## src/rtl/seven_seg_scan_driver.sv

```systemverilog
// Multiplexed seven-segment scan driver: double-buffered digit capture, leading-zero
// blanking, anti-ghost anode blanking and registered active-low outputs.
module seven_seg_scan_driver #(
    parameter int NUM_DIGITS  = 4,
    parameter int REFRESH_DIV = 100000,
    parameter int BLANK_CYC   = 2,
    parameter int HEX_MODE    = 0
) (
    input  logic                    clk,
    input  logic                    rst,
    input  logic [4*NUM_DIGITS-1:0] digits_in,
    input  logic [NUM_DIGITS-1:0]   dp_in,
    input  logic                    load,
    input  logic                    en,
    input  logic                    blank_lz,
    output logic [NUM_DIGITS-1:0]   an,
    output logic [6:0]              seg,
    output logic                    dp,
    output logic                    frame_done,
    output logic                    load_pending
);

    localparam int CW = (REFRESH_DIV > 1) ? $clog2(REFRESH_DIV) : 1;
    localparam int IW = $clog2(NUM_DIGITS);
    localparam logic [CW-1:0] CNT_LAST  = CW'(REFRESH_DIV - 1);
    localparam logic [CW-1:0] CNT_BLANK = CW'(BLANK_CYC);
    localparam logic [IW-1:0] IDX_LAST  = IW'(NUM_DIGITS - 1);
    localparam logic [6:0]    SEG_OFF   = 7'h7F;

    logic [CW-1:0]           cnt;
    logic [IW-1:0]           idx;
    logic [4*NUM_DIGITS-1:0] disp_digits, pend_digits;
    logic [NUM_DIGITS-1:0]   disp_dp, pend_dp;
    logic                    cnt_wrap, frame_wrap;
    logic [3:0]              sel_nib;
    logic                    sel_dp, sel_blank, zero_run;
    logic [NUM_DIGITS-1:0]   an_next;

    function automatic logic [6:0] decode(input logic [3:0] nib);
        logic [6:0] glyph;
        unique case (nib)
            4'h0: glyph = 7'b1000000;
            4'h1: glyph = 7'b1111001;
            4'h2: glyph = 7'b0100100;
            4'h3: glyph = 7'b0110000;
            4'h4: glyph = 7'b0011001;
            4'h5: glyph = 7'b0010010;
            4'h6: glyph = 7'b0000010;
            4'h7: glyph = 7'b1111000;
            4'h8: glyph = 7'b0000000;
            4'h9: glyph = 7'b0010000;
            4'hA: glyph = 7'b0001000;
            4'hB: glyph = 7'b0000011;
            4'hC: glyph = 7'b1000110;
            4'hD: glyph = 7'b0100001;
            4'hE: glyph = 7'b0000110;
            4'hF: glyph = 7'b0001110;
        endcase
        if (HEX_MODE == 0 && nib > 4'd9) glyph = SEG_OFF;
        return glyph;
    endfunction

    assign cnt_wrap   = en && (cnt == CNT_LAST);
    assign frame_wrap = cnt_wrap && (idx == IDX_LAST);

    // Walk from the most significant digit down so zero_run tells whether the
    // selected digit and everything above it are zero.
    always_comb begin
        // NOTE: every output of this block gets a default first, so no path leaves a latch.
        sel_nib   = 4'd0;
        sel_dp    = 1'b0;
        sel_blank = 1'b0;
        zero_run  = 1'b1;
        an_next   = '1;
        for (int i = NUM_DIGITS - 1; i >= 0; i--) begin
            // NOTE: blocking assignments here, so zero_run accumulates within one evaluation.
            zero_run = zero_run && (disp_digits[4*i +: 4] == 4'd0);
            if (IW'(i) == idx) begin
                sel_nib   = disp_digits[4*i +: 4];
                sel_dp    = disp_dp[i];
                sel_blank = blank_lz && zero_run && (i != 0);
                an_next[i] = (cnt < CNT_BLANK);
            end
        end
    end

    always_ff @(posedge clk) begin
        if (rst) begin
            // NOTE: display and pending buffers are cleared too, so the first frame shows zeros.
            cnt          <= '0;
            idx          <= '0;
            disp_digits  <= '0;
            disp_dp      <= '0;
            pend_digits  <= '0;
            pend_dp      <= '0;
            load_pending <= 1'b0;
            frame_done   <= 1'b0;
            an           <= '1;
            seg          <= SEG_OFF;
            dp           <= 1'b1;
        end else begin
            // NOTE: non-blocking assignments for all state, so every register samples pre-edge values.
            frame_done <= frame_wrap;
            if (en) begin
                cnt <= cnt_wrap ? '0 : cnt + 1'b1;
                if (cnt_wrap) idx <= (idx == IDX_LAST) ? '0 : idx + 1'b1;
                an  <= an_next;
                seg <= sel_blank ? SEG_OFF : decode(sel_nib);
                dp  <= ~sel_dp;
            end else begin
                an  <= '1;
                seg <= SEG_OFF;
                dp  <= 1'b1;
            end

            // Commit reads the old pending value, so a load on the wrap cycle lands in the next frame.
            if (frame_wrap && load_pending) begin
                disp_digits <= pend_digits;
                disp_dp     <= pend_dp;
            end
            if (load) begin
                pend_digits  <= digits_in;
                pend_dp      <= dp_in;
                load_pending <= 1'b1;
            end else if (frame_wrap) begin
                load_pending <= 1'b0;
            end
        end
    end

endmodule

```

## config.mk

```make
export PLATFORM = sky130hd
export DESIGN_NAME = seven_seg_scan_driver
export DESIGN_NICKNAME = d
export VERILOG_FILES = /design/src/rtl/seven_seg_scan_driver.sv
export SDC_FILE = /design/constraint.sdc
export NUM_CORES = 1
export LEC_CHECK = 0
export BUFFER_PORTS_ARGS = -buffer_cell sky130_fd_sc_hd__buf_2
export CAP_MARGIN = 30
export CORE_UTILIZATION = 45
export DETAILED_ROUTE_END_ITERATION = 12
export GPL_TIMING_DRIVEN = 0
export SYNTH_ARGS = -nofsm -noshare
export SYNTH_HDL_FRONTEND = slang
export SYNTH_SLANG_ARGS = --single-unit
```

## constraint.sdc

```tcl
create_clock -name clk -period 3.8 [get_ports clk]
set_input_delay 0.19 -clock clk [delete_from_list [all_inputs] [get_ports clk]]
set_output_delay 0.19 -clock clk [all_outputs]
set_load 0.02 [all_outputs]
```

Word-level counts from Yosys, hierarchy flattened
Memory sizes are Yosys's and may differ from the RTL's. A register that Yosys moved wholly into a read port is not among the register bits.
Index checks and enable logic that the tools add are counted.
Word-level totals
  register bits after elaboration: 66
  bits in read-only memories: 112
  input port bits: 25
  output and inout bits: 14
  logic and storage cells: 65
  memories: 1
Memories
  (name not given): depth 16, bits a word 7, read ports 1, clocked after memory_dff 1, wr ports 0, line 41  | unique case (nib)
Operators by class
  $add $sub $neg: 2
  $lt $le $gt $ge: 2
  equality and inequality tests: 5
  multiplexer cells: 16
  bitwise gates (word level): 6
  reduce and logical (&&, ||, !) cells: 20
Operator list (number)
  $add 17x1->17 const B: 1
  $eq 17x17->1 const B: 1
  $lt 17x2->1 const B: 1
  $mux 17: 1
  $mux 4: 4
  $logic_not 4->1: 3
  $reduce_or 3->1: 4
  $mux 1: 10
  $logic_and 1x1->1: 8
  $not 1->1: 6
  $eq 2x2->1 const A: 2
  $gt 4x4->1 const B: 1
  $reduce_or 4->1: 1
  $add 2x1->2 const B: 1
  $eq 1x2->1 const A: 1
  $eq 2x2->1 const B: 1
  $logic_not 2->1: 1
  $mux 2: 1
  $reduce_and 2->1: 1
  $reduce_bool 2->1: 1
  $reduce_or 2->1: 1

Longest topological paths before layout
Gate-level depths: netlist (run 1).
  depth after elaboration: 7
  depth in mapped cells: 10
  mapped depth without buffers: 9

Least setup slack after synthesis (run 1)
OpenSTA, ideal clock, no wires.
  path kind: register to register
  start point: reg idx[1]
  end point: reg seg[3]
  setup time: 0.139 ns
  data arrival time: 2.484 ns
  data required time: 3.661 ns
  path slack: 1.178 ns
  stages on the path, launching flop included: 10
  buffers on the path: 1
  period minus slack after synthesis: 2.622 ns
  path through: dfxtp_1 -> inv_1 -> ha_1 -> buf_2 -> a21o_1 -> o32ai_1 -> inv_1 -> ha_1 -> mux4_2 -> nand3b_1
On the way
  word-level cells in the longest chain between the ends: 7
  elaborated cells between the ends (all ways): 14
  classes of those cells: order compare (1); eq/ne (3); mux (8); reduce/logical (2)
RTL lines
  start: declaration: line 31  | logic [IW-1:0] idx;
  start signal: assignment: line 106  | if (cnt_wrap) idx <= (idx == IDX_LAST) ? '0 : idx + 1'b1;
  $eq 2x2->1: line 78  | if (IW'(i) == idx) begin
  $mux 4 (4 in a row): line 78
  $gt 4x4->1: line 59  | if (HEX_MODE == 0 && nib > 4'd9) glyph = SEG_OFF;
  $reduce_or 4->1 (no line)
  end: declaration: line 17  | output logic [6:0] seg,
Parallel ways exist; a longest one is shown, timed or not.
A chain may end at the register's enable or synchronous reset.

Worst setup path after layout (run 1)
  start point: reg idx[0]
  end point: reg seg[1]
The elaborated chain is that of the path after synthesis.

==> results of run 1 <==
-- flip-flops by register name (all words and copies together) (netlist names) --
name,count
disp_dp,4
seg,7
idx,2
pend_digits,16
load_pending,1
disp_digits,16
frame_done,1
an,4
cnt,17
dp,1
pend_dp,4
-- per-stage QoR --
step	util [%]	cells	setup WS, ns	power, uW
detailed placement	51.2	503	0.709	899
CTS	54.2	519	0.687	1570
floorplan	-	367	1.18	867
finish	54.2	519	0.636	1550
global route	54.2	519	0.454	1610
global placement	51.2	503	0.721	896
-- cell usage after synthesis (all sizes together) (2+ instances only) --
cell,number,area share (%)
nor4,6,1.3
nand4bb,2,0.65
o32ai,2,0.51
a31oi,2,0.36
o31ai,4,0.87
nor2,39,4.3
nand4,10,1.8
and4,2,0.51
nand2b,44,8.0
buf,6,0.76
nand3b,3,0.65
nand3,9,1.7
ha,11,4.0
mux2i,42,12
a31o,2,0.51
o211ai,4,0.87
or4,4,0.98
a32oi,2,0.51
nor2b,3,0.55
dfxtp,73,42
nor3,6,0.87
nand2,13,1.4
clkbuf,12,1.3
xnor2,8,2.0
a21oi,12,1.7
o41a,2,0.65
inv,13,1.4
o21ai,8,1.2
xor2,3,0.76
a21o,3,0.65
-- power breakdown --
group | internal [uW] | switching (uW) | leakage [uW] | total [uW]
clock | 369 | 300 | 0.000109 | 669
sequential | 783 | 10.6 | 0.000595 | 793
combinational | 40.5 | 44.7 | 0.000774 | 85.2
-- tightest hold or removal path, cell delays in order --
cell	delay, ns
buf_2	0.07
mux2i_1	0.05
nor2_1	0.07
-- kinds of logic (layout without fill, tap and decap cells) --
| family | after synthesis | count (layout) | synth area share [%] |
|---|---|---|---|
| AOI/OAI and AO/OA | 47 | 47 | 9.30 |
| xor gates and xnor gates | 11 | 11 | 2.80 |
| adders and majority gates | 11 | 11 | 4.00 |
| buffers and inverters | 31 | 84 | 3.49 |
| DFF | 73 | 73 | 42.4 |
| muxes | 43 | 43 | 12.9 |
| and+or+nand+nor | 151 | 151 | 25.1 |
-- final cells by class --
class / instances / area [um2] / area share [%]
inverters: 13 / 48.8 / 1.23
repair buffers: 37 / 185 / 4.66
flip-flops and latches: 73 / 1460 / 36.8
well taps: 99 / 124 / 3.12
clock buffers: 9 / 124 / 3.12
multi-input cells: 263 / 1860 / 46.9
plain buffers: 18 / 71.3 / 1.80
clock inverters: 7 / 95.1 / 2.39
-- worst max-delay path by stage --
stage / to / cells past startpoint / slack [ns]
floorplan: seg[3] / 9 / 1.18
global placement: seg[1] / 9 / 0.72
detailed placement: seg[3] / 9 / 0.71
CTS: seg[3] / 9 / 0.69
global route: seg[3] / 9 / 0.45
finish: seg[1] / 9 / 0.64
-- metal layers --
| metal | track usage [%] | vias to the layer above | wire length [um] |
|---|---|---|---|
| li1 | - | 1398 | - |
| met5 | 0 | - | 0 |
| met4 | 6.64 | 0 | 86 |
| met1 | 25.6 | 1245 | 3540 |
| met3 | 5.17 | 9 | 297 |
| met2 | 31.6 | 52 | 3170 |
==> out/metrics.csv, run 1 <==
stage,metric,value,unit
floorplanning,die width,89.5,um
setup_path,minimum setup slack among reg-to-reg paths,0.64,ns
setup_path,Crit. Startpoint,idx[0],
power_and_ir_drop,Static Leakage,0.00148,uW
power_and_ir_drop,power density of the placed cells,390,nW/um2
route,average wire per standard cell,13.7,um
route,wire length reported by the detailed router,7100,um
timing,final setup violating endpoints,0,
timing,hold slack final,0.0695,ns
floorplanning,Starting Density,47.0,%
finish,layout cells sized above 1,15.5,%
timing,worst slew margin relative to its limit,44.5,%
global_route,number of antenna violations at the first check in global routing,0,
clock_network,total number of clock tree sinks,73,
finish,most frequent standard cell in the layout excluding fill and tap cells,dfxtp_1,
placement,port buffer count,37,
clock_network,clock buffers created by TritonCTS,9,
clock_network,Max Root-Sink Buffers,2,
clock_network,Resized cells post-CTS,0,
placement,DP HPWL,5120,um
yosys,dominant synthesized flop cell,dfxtp_1,
placement,placement-stage cell area,3750,um2
timing,setup TNS,0,ns
setup_path,number of buffer and inverter instances along the worst setup path,2,
setup_path,start-to-end type of the worst setup path,flip-flop to flip-flop,
clock_network,"Reg clk slew, reported paths",0.08,ns
yosys,post-synthesis instance area,3440,um2
clock_network,clock tree root driver cell,clkbuf_8,
placement,Routability Congestion,0.805,
clock_network,number of H-tree levels,3,
setup_path,endpoint class of the critical path,flip-flop,
finish,area added between synthesis and finish,15.3,%
timing,setup repair after global routing missed its margin,no,
setup_path,path depth of the worst reg2reg path,9,
finish,final layout net count,451,
global_route,wire length of the first global-routing pass,11700,um
yosys,Yosys Warn Count,0,
floorplanning,Die Outline Area,8010,um2
timing,final count of pins violating max slew,0,
flow_run,Max Cap Viol,0,
timing,Final min period,3.16,ns
setup_path,Critical Path Max Stage Delay,0.76,ns
clock_network,worst skew pair latency,0.35,ns
yosys,average instance area after synthesis,9.38,um2
route,detailed-routing iteration count for the pre-antenna-repair pass,4,
route,number of design-rule violations left by the first detailed-router iteration,116,
timing,final hold viol count,0,
global_route,vias in the first global route,2456,
yosys,post-synthesis async set-or-reset flop share,0,%
route,via count,2704,
setup_path,cells along the critical path,"inv_1, ha_1, clkbuf_1, nor4bb_1, o32ai_1, ha_1, nor2_1, o21ai_0, o2111ai_1",
yosys,synthesis-stage register bit count,73,
setup_path,biggest fanout along the worst timing path,10,
global_route,pin count of the biggest net entering global routing,14,
global_route,global routing usage summed across all routing layers,19.6,%
setup_path,endpoint of the lowest-slack register-to-register path,seg[1],
route,Post-route DRC,0,
setup_path,worst reg2reg path startpoint,idx[0],
finish,number of inserted diodes,0,
yosys,Post-synth EDFFs,0,
setup_path,Crit path arrival time,3.37,ns
timing,crit share post-route,83.3,%
finish,Filler Cells Inserted,698,
timing,Worst Tran Pin Value,0.831,ns
timing,Achievable Freq,316,MHz
floorplanning,Cell Rows,31,
setup_path,Worst EP required,4.00,ns
min_path,hold path start,dp_in[2],
min_path,Hold Crit Endpoint,pend_dp[2],
yosys,"Seq/Total Area, Yosys",42.4,%
finish,cell area after layout,3970,um2
setup_path,library cell contributing the largest single delay on the critical path,o32ai_1,
finish,"commonest cells after routing, fill and taps aside","dfxtp_1, nand2b_1, mux2i_1",
power_and_ir_drop,peak ir drop on the vdd network,0.318,mV
setup_path,crit-path most repeated cell,ha_1,
setup_path,kind of start point of the critical path,flip-flop,
yosys,Post-Synthesis Net Count,403,
floorplanning,core footprint,7330,um2
global_route,global route total overflow,0,
clock_network,postcts setup bufs,0,
min_path,worst hold stages,3,
route,Antenna Nets Post-Route,0,
floorplanning,die span in y,89.5,um
yosys,Yosys cell types,51,
clock_network,# hold bufs at CTS,0,
min_path,Tightest Hold Check Type,input pin to flip-flop,
yosys,cells after synthesis,367,
outcome,result of the run,"complete, no violations",
timing,skew final,0.00813,ns
route,post-detailed-route via-to-cell ratio,5.21,
floorplanning,# IOs,39,
setup_path,critical path's top delay family,compound AO/OA/AOI/OAI gates,
clock_network,clock tree from TritonCTS,yes,
(Power assumes the default switching activity.)
==> run 2, diff against run 1 <==
Settings changed: PLACE_DENSITY set to 0.66.
Clock period 3.8 ns to 2.59 ns, I/O delays scaled along.
==> run 2 against run 1 <==
Against the previous run: final cell count grew 1.7%; non-clock buffer count grew 9; global-route usage is essentially flat; core utilization grew 2.1 points; sequential share of layout area shrank 1.3 points; clock power grew 46%; critical path depth grew 2; critical endpoint is now seg[0].
==> out/metrics.csv, run 2 (synthesis gave the netlist of run 1 again) <==
stage,metric,value,unit
global_route,global route total overflow,0,
route,post-detailed-route via-to-cell ratio,5.24,
placement,DP HPWL,5030,um
clock_network,Max Root-Sink Buffers,2,
timing,Worst Tran Pin Value,0.830,ns
finish,utilization after layout,56.3,%
route,Post-route DRC,0,
power_and_ir_drop,Static Leakage,0.00153,uW
route,via count,2765,
finish,"commonest cells after routing, fill and taps aside","dfxtp_1, nand2b_1, mux2i_1",
timing,Final min period,2.52,ns
clock_network,total number of clock tree sinks,73,
route,average wire per standard cell,13.7,um
timing,final count of pins violating max slew,0,
setup_path,Critical Path Max Stage Delay,0.36,ns
floorplanning,Starting Density,47.0,%
floorplanning,Die Outline Area,8010,um2
clock_network,number of H-tree levels,3,
timing,setup ws final,0.0657,ns
placement,minimum setup slack after placement,-0.279,ns
setup_path,start-to-end type of the worst setup path,flip-flop to flip-flop,
finish,most frequent standard cell in the layout excluding fill and tap cells,dfxtp_1,
placement,port buffer count,37,
clock_network,worst skew pair latency,0.35,ns
clock_network,clock buffers created by TritonCTS,9,
floorplanning,die span in y,89.5,um
timing,crit share post-route,97.5,%
placement,Routability Congestion,0.811,
finish,Filler Cells Inserted,659,
timing,skew final,0.0121,ns
setup_path,cells along the critical path,"inv_1, ha_2, buf_4, nand3b_1, a32oi_4, buf_4, ha_1, a21boi_0, o41a_1, o32ai_1, a32oi_1",
route,detailed-routing iteration count for the pre-antenna-repair pass,4,
floorplanning,die width,89.5,um
route,number of design-rule violations left by the first detailed-router iteration,158,
global_route,global routing usage summed across all routing layers,19.7,%
power_and_ir_drop,total design power,2280,uW
setup_path,Worst EP required,2.86,ns
timing,Achievable Freq,396,MHz
finish,"Most flops, register",cnt,
floorplanning,core footprint,7330,um2
global_route,wire length of the first global-routing pass,11900,um
route,Antenna Nets Post-Route,0,
finish,number of flip-flops under the largest register name,17,
finish,number of inserted diodes,0,
global_route,pin count of the biggest net entering global routing,14,
finish,top flop regs,"cnt x17, disp_digits x16, pend_digits x16",
min_path,Tightest Hold Check Type,input pin to flip-flop,
floorplanning,Cell Rows,31,
clock_network,"Reg clk slew, reported paths",0.08,ns
outcome,result of the run,"complete, no violations",
setup_path,crit-path most repeated cell,buf_4,
timing,final setup violating endpoints,0,
finish,final instance count without filler cells,528,
timing,worst slew margin relative to its limit,43.9,%
global_route,number of antenna violations at the first check in global routing,0,
setup_path,Crit path arrival time,2.80,ns
power_and_ir_drop,peak ir drop on the vdd network,0.411,mV
finish,area added between synthesis and finish,19.8,%
flow_run,Max Cap Viol,0,
setup_path,kind of start point of the critical path,flip-flop,
clock_network,clock tree from TritonCTS,yes,
setup_path,library cell contributing the largest single delay on the critical path,dfxtp_2,
placement,number of instances in the placed design,503,
route,wire length reported by the detailed router,7250,um
global_route,vias in the first global route,2533,
power_and_ir_drop,power density of the placed cells,552,nW/um2
timing,hold slack final,0.00864,ns
timing,final hold viol count,0,
setup_path,endpoint class of the critical path,flip-flop,
finish,layout cells sized above 1,17.9,%
setup_path,minimum setup slack among reg-to-reg paths,0.07,ns
finish,final layout net count,460,
setup_path,biggest fanout along the worst timing path,10,
clock_network,clock tree root driver cell,clkbuf_8,
floorplanning,# IOs,39,
==> run 2: layout make-up <==
class,count,area [um2],area share [%]
tap,99,124,3.00
clock inverter,6,90.1,2.18
clock buffer,10,128,3.09
inverter,13,48.8,1.18
sequential,73,1460,35.5
timing repair buffer,46,270,6.55
buffer,18,81.3,1.97
multi-input combinational,263,1920,46.5
==> run 2: power breakdown <==
part	internal [uW]	switching, uW	leakage [uW]
Combinational	66.2	66.7	0.000822
Clock	547	432	0.000107
Sequential	1150	15.5	0.000596
Total	1760	515	0.00153
==> run 2: repair_timing <==
action / CTS / global route
resized for setup: 12 / 6
hold endpoints to repair: 7 / 0
pin swaps: 2 / 3
setup endpoints to repair: 6 / 6
hold buffers: 7 / 0
buffers inserted: 1 / 1
==> run 2: per-layer routing <==
metal,vias to the layer above,GRT usage (%),routed length (um)
met1,1275,25.7,3510
met4,0,4.18,87
met5,-,0,0
li1,1415,-,-
met2,66,32.0,3350
met3,9,6.09,305
==> run 2: final timing paths <==
kind | startpoint | to | depth (start not counted)
worst max-delay path | idx[1] | seg[0] | 11
worst min-delay path | digits_in[8] | pend_digits[8] | 3
worst max register to register | idx[1] | seg[0] | 11
worst min register to register | pend_digits[14] | disp_digits[14] | 2
==> run 2: critical path: cells and delay by family, from the launching register on <==
family | cells | cell delay, ns
adders and majority gates | 2 | 0.48
DFF | 1 | 0.36
and+or+nand+nor | 1 | 0.21
buffers and inverters | 3 | 0.43
AOI/OAI and AO/OA | 5 | 0.96
==> run 2: stage by stage <==
| step | cell area, um2 | TNS, ns |
|---|---|---|
| after global placement | 3760 | -0.935 |
| after floorplan | 3450 | 0 |
| after detailed placement | 3760 | -0.929 |
| after global routing | 4130 | -0.0746 |
| after CTS | 4110 | 0 |
| final | 4130 | 0 |
==> run 3, diff against run 2 <==
Settings changed: CORE_MARGIN set to 2, RECOVER_POWER set to 100.
==> run 3 against run 2 <==
Against the previous run: clock skew shrank 0.0017 ns; sequential cell count is the same; non-clock buffer count grew 2; critical path depth shrank 2; via count shrank 1.3%; core utilization shrank 0.48 points; wire length shrank 1.2%; first-iteration DRC count shrank 24%; power shrank 9.0%; sequential power is essentially flat; fmax grew 1.0%; worst hold slack gained 0.011 ns; critical path type unchanged; largest cell class unchanged.
==> out/metrics.csv, run 3 (synthesis gave the netlist of run 1 again) <==
stage,metric,value,unit
clock_network,clock tree root driver cell,clkbuf_8,
route,via count,2729,
power_and_ir_drop,peak ir drop on the vdd network,0.316,mV
clock_network,clock buffers created by TritonCTS,9,
route,wire length reported by the detailed router,7170,um
setup_path,biggest fanout along the worst timing path,10,
setup_path,Crit path arrival time,2.70,ns
clock_network,clock tree from TritonCTS,yes,
min_path,worst hold stages,3,
min_path,hold path start,digits_in[12],
floorplanning,core footprint,7330,um2
finish,layout cells sized above 1,14.6,%
global_route,global routing usage summed across all routing layers,18.3,%
floorplanning,Die Outline Area,8370,um2
finish,number of flip-flops under the largest register name,17,
floorplanning,die span in y,91.5,um
floorplanning,Starting Density,47.0,%
finish,number of inserted diodes,0,
global_route,wire length of the first global-routing pass,12400,um
placement,number of instances in the placed design,503,
finish,cell area after layout,4090,um2
timing,final hold viol count,0,
clock_network,total number of clock tree sinks,73,
timing,hold slack final,0.0199,ns
global_route,vias in the first global route,2648,
setup_path,Critical Path Max Stage Delay,0.45,ns
setup_path,endpoint of the lowest-slack register-to-register path,seg[3],
placement,Routability Congestion,0.796,
timing,setup repair after global routing missed its margin,yes,
finish,top flop regs,"cnt x17, disp_digits x16, pend_digits x16",
setup_path,path depth of the worst reg2reg path,9,
finish,"Most flops, register",cnt,
setup_path,cells along the critical path,"inv_1, ha_4, buf_4, and3b_1, o32ai_4, inv_2, ha_1, mux4_2, nand3b_1",
global_route,global route total overflow,0,
setup_path,critical path's top delay family,multiplexers,
timing,worst slew margin relative to its limit,46.0,%
timing,skew final,0.0104,ns
finish,utilization after layout,55.8,%
power_and_ir_drop,power density of the placed cells,507,nW/um2
clock_network,worst skew pair latency,0.34,ns
setup_path,Worst EP required,2.79,ns
route,Post-route DRC,0,
timing,Worst Tran Pin Value,0.800,ns
route,detailed-routing iteration count for the pre-antenna-repair pass,4,
global_route,pin count of the biggest net entering global routing,13,
route,post-detailed-route via-to-cell ratio,5.15,
route,average wire per standard cell,13.5,um
floorplanning,# IOs,39,
setup_path,kind of start point of the critical path,flip-flop,
setup_path,library cell contributing the largest single delay on the critical path,mux4_2,
finish,final layout net count,462,
finish,"commonest cells after routing, fill and taps aside","dfxtp_1, nand2b_1, mux2i_1",
setup_path,worst reg2reg path startpoint,idx[1],
outcome,result of the run,"complete, no violations",
flow_run,Max Cap Viol,0,
finish,area added between synthesis and finish,18.8,%
floorplanning,Cell Rows,31,
placement,DP HPWL,5180,um
setup_path,minimum setup slack among reg-to-reg paths,0.09,ns
clock_network,"Reg clk slew, reported paths",0.08,ns
setup_path,number of buffer and inverter instances along the worst setup path,3,
placement,placement-stage cell area,3760,um2
route,number of design-rule violations left by the first detailed-router iteration,120,
power_and_ir_drop,total design power,2070,uW
setup_path,start-to-end type of the worst setup path,flip-flop to flip-flop,
timing,final setup violating endpoints,0,
global_route,number of antenna violations at the first check in global routing,0,
finish,final instance count without filler cells,530,
min_path,Tightest Hold Check Type,input pin to flip-flop,
timing,Achievable Freq,400,MHz
setup_path,endpoint class of the critical path,flip-flop,
power_and_ir_drop,Static Leakage,0.00148,uW
route,Antenna Nets Post-Route,0,
timing,crit share post-route,96.5,%
clock_network,number of H-tree levels,3,
placement,port buffer count,37,
clock_network,Max Root-Sink Buffers,2,
min_path,Hold Crit Endpoint,pend_digits[12],
finish,most frequent standard cell in the layout excluding fill and tap cells,dfxtp_1,
timing,final count of pins violating max slew,0,
floorplanning,die width,91.5,um
timing,Final min period,2.50,ns
-- run 3: metal layers --
metal	GRT usage [%]	wire, um	up-vias	share of wire [%]
li1	-	-	1408	-
met1	23.2	3380	1261	47
met2	30.2	3430	55	48
met3	5.15	292	5	4.1
met4	5.30	59	0	0.82
met5	0	0	-	0
-- run 3: through the flow --
stage                     TNS (ns)  setup slack [ns]
after floorplan                  0            0.0441
after global placement       -1.00            -0.283
after detailed placement     -1.15            -0.338
after CTS                   -0.116            -0.116
after global routing       -0.0388           -0.0248
final                            0            0.0917
-- run 3: worst max path at each step --
stage / cells past startpoint / start / slack, ns / end
finish: 9 / idx[1] / 0.09 / seg[3]
global route: 10 / idx[1] / -0.02 / seg[3]
CTS: 9 / idx[1] / -0.12 / seg[3]
detailed placement: 10 / idx[0] / -0.34 / seg[3]
global placement: 10 / idx[0] / -0.28 / seg[3]
floorplan: 10 / idx[1] / 0.04 / seg[3]
-- run 3: tightest hold or removal path: stages --
cell and delay [ns]:
buf_2 0.07, mux2i_1 0.05, nor2_1 0.07
-- run 3: area by class of cell --
| cell class | instances | area [um2] |
|---|---|---|
| multi-input cells | 263 | 1930 |
| clock buffers | 11 | 141 |
| well taps | 99 | 124 |
| clock inverters | 5 | 31.3 |
| inverters | 13 | 48.8 |
| repair buffers | 48 | 269 |
| plain buffers | 18 | 85.1 |
| fillers | 699 | 3240 |
| flip-flops and latches | 73 | 1470 |
-- run 3: power by group --
| part | switching (uW) | internal [uW] | total (uW) | leakage (uW) |
|---|---|---|---|---|
| clock | 407 | 371 | 778 | 0.0000891 |
| combinational | 66.5 | 65.1 | 132 | 0.000798 |
| sequential | 15.9 | 1150 | 1160 | 0.000596 |
-- run 3: timing repair --
action                                  4_1_cts  5_1_grt
gates resized for setup                       7       21
buffers inserted                              0        3
pin swaps                                     1        3
cloned                                        0        0
hold buffers                                  8        0
endpoints found under the setup margin        6        7
hold endpoints to repair                      8        0
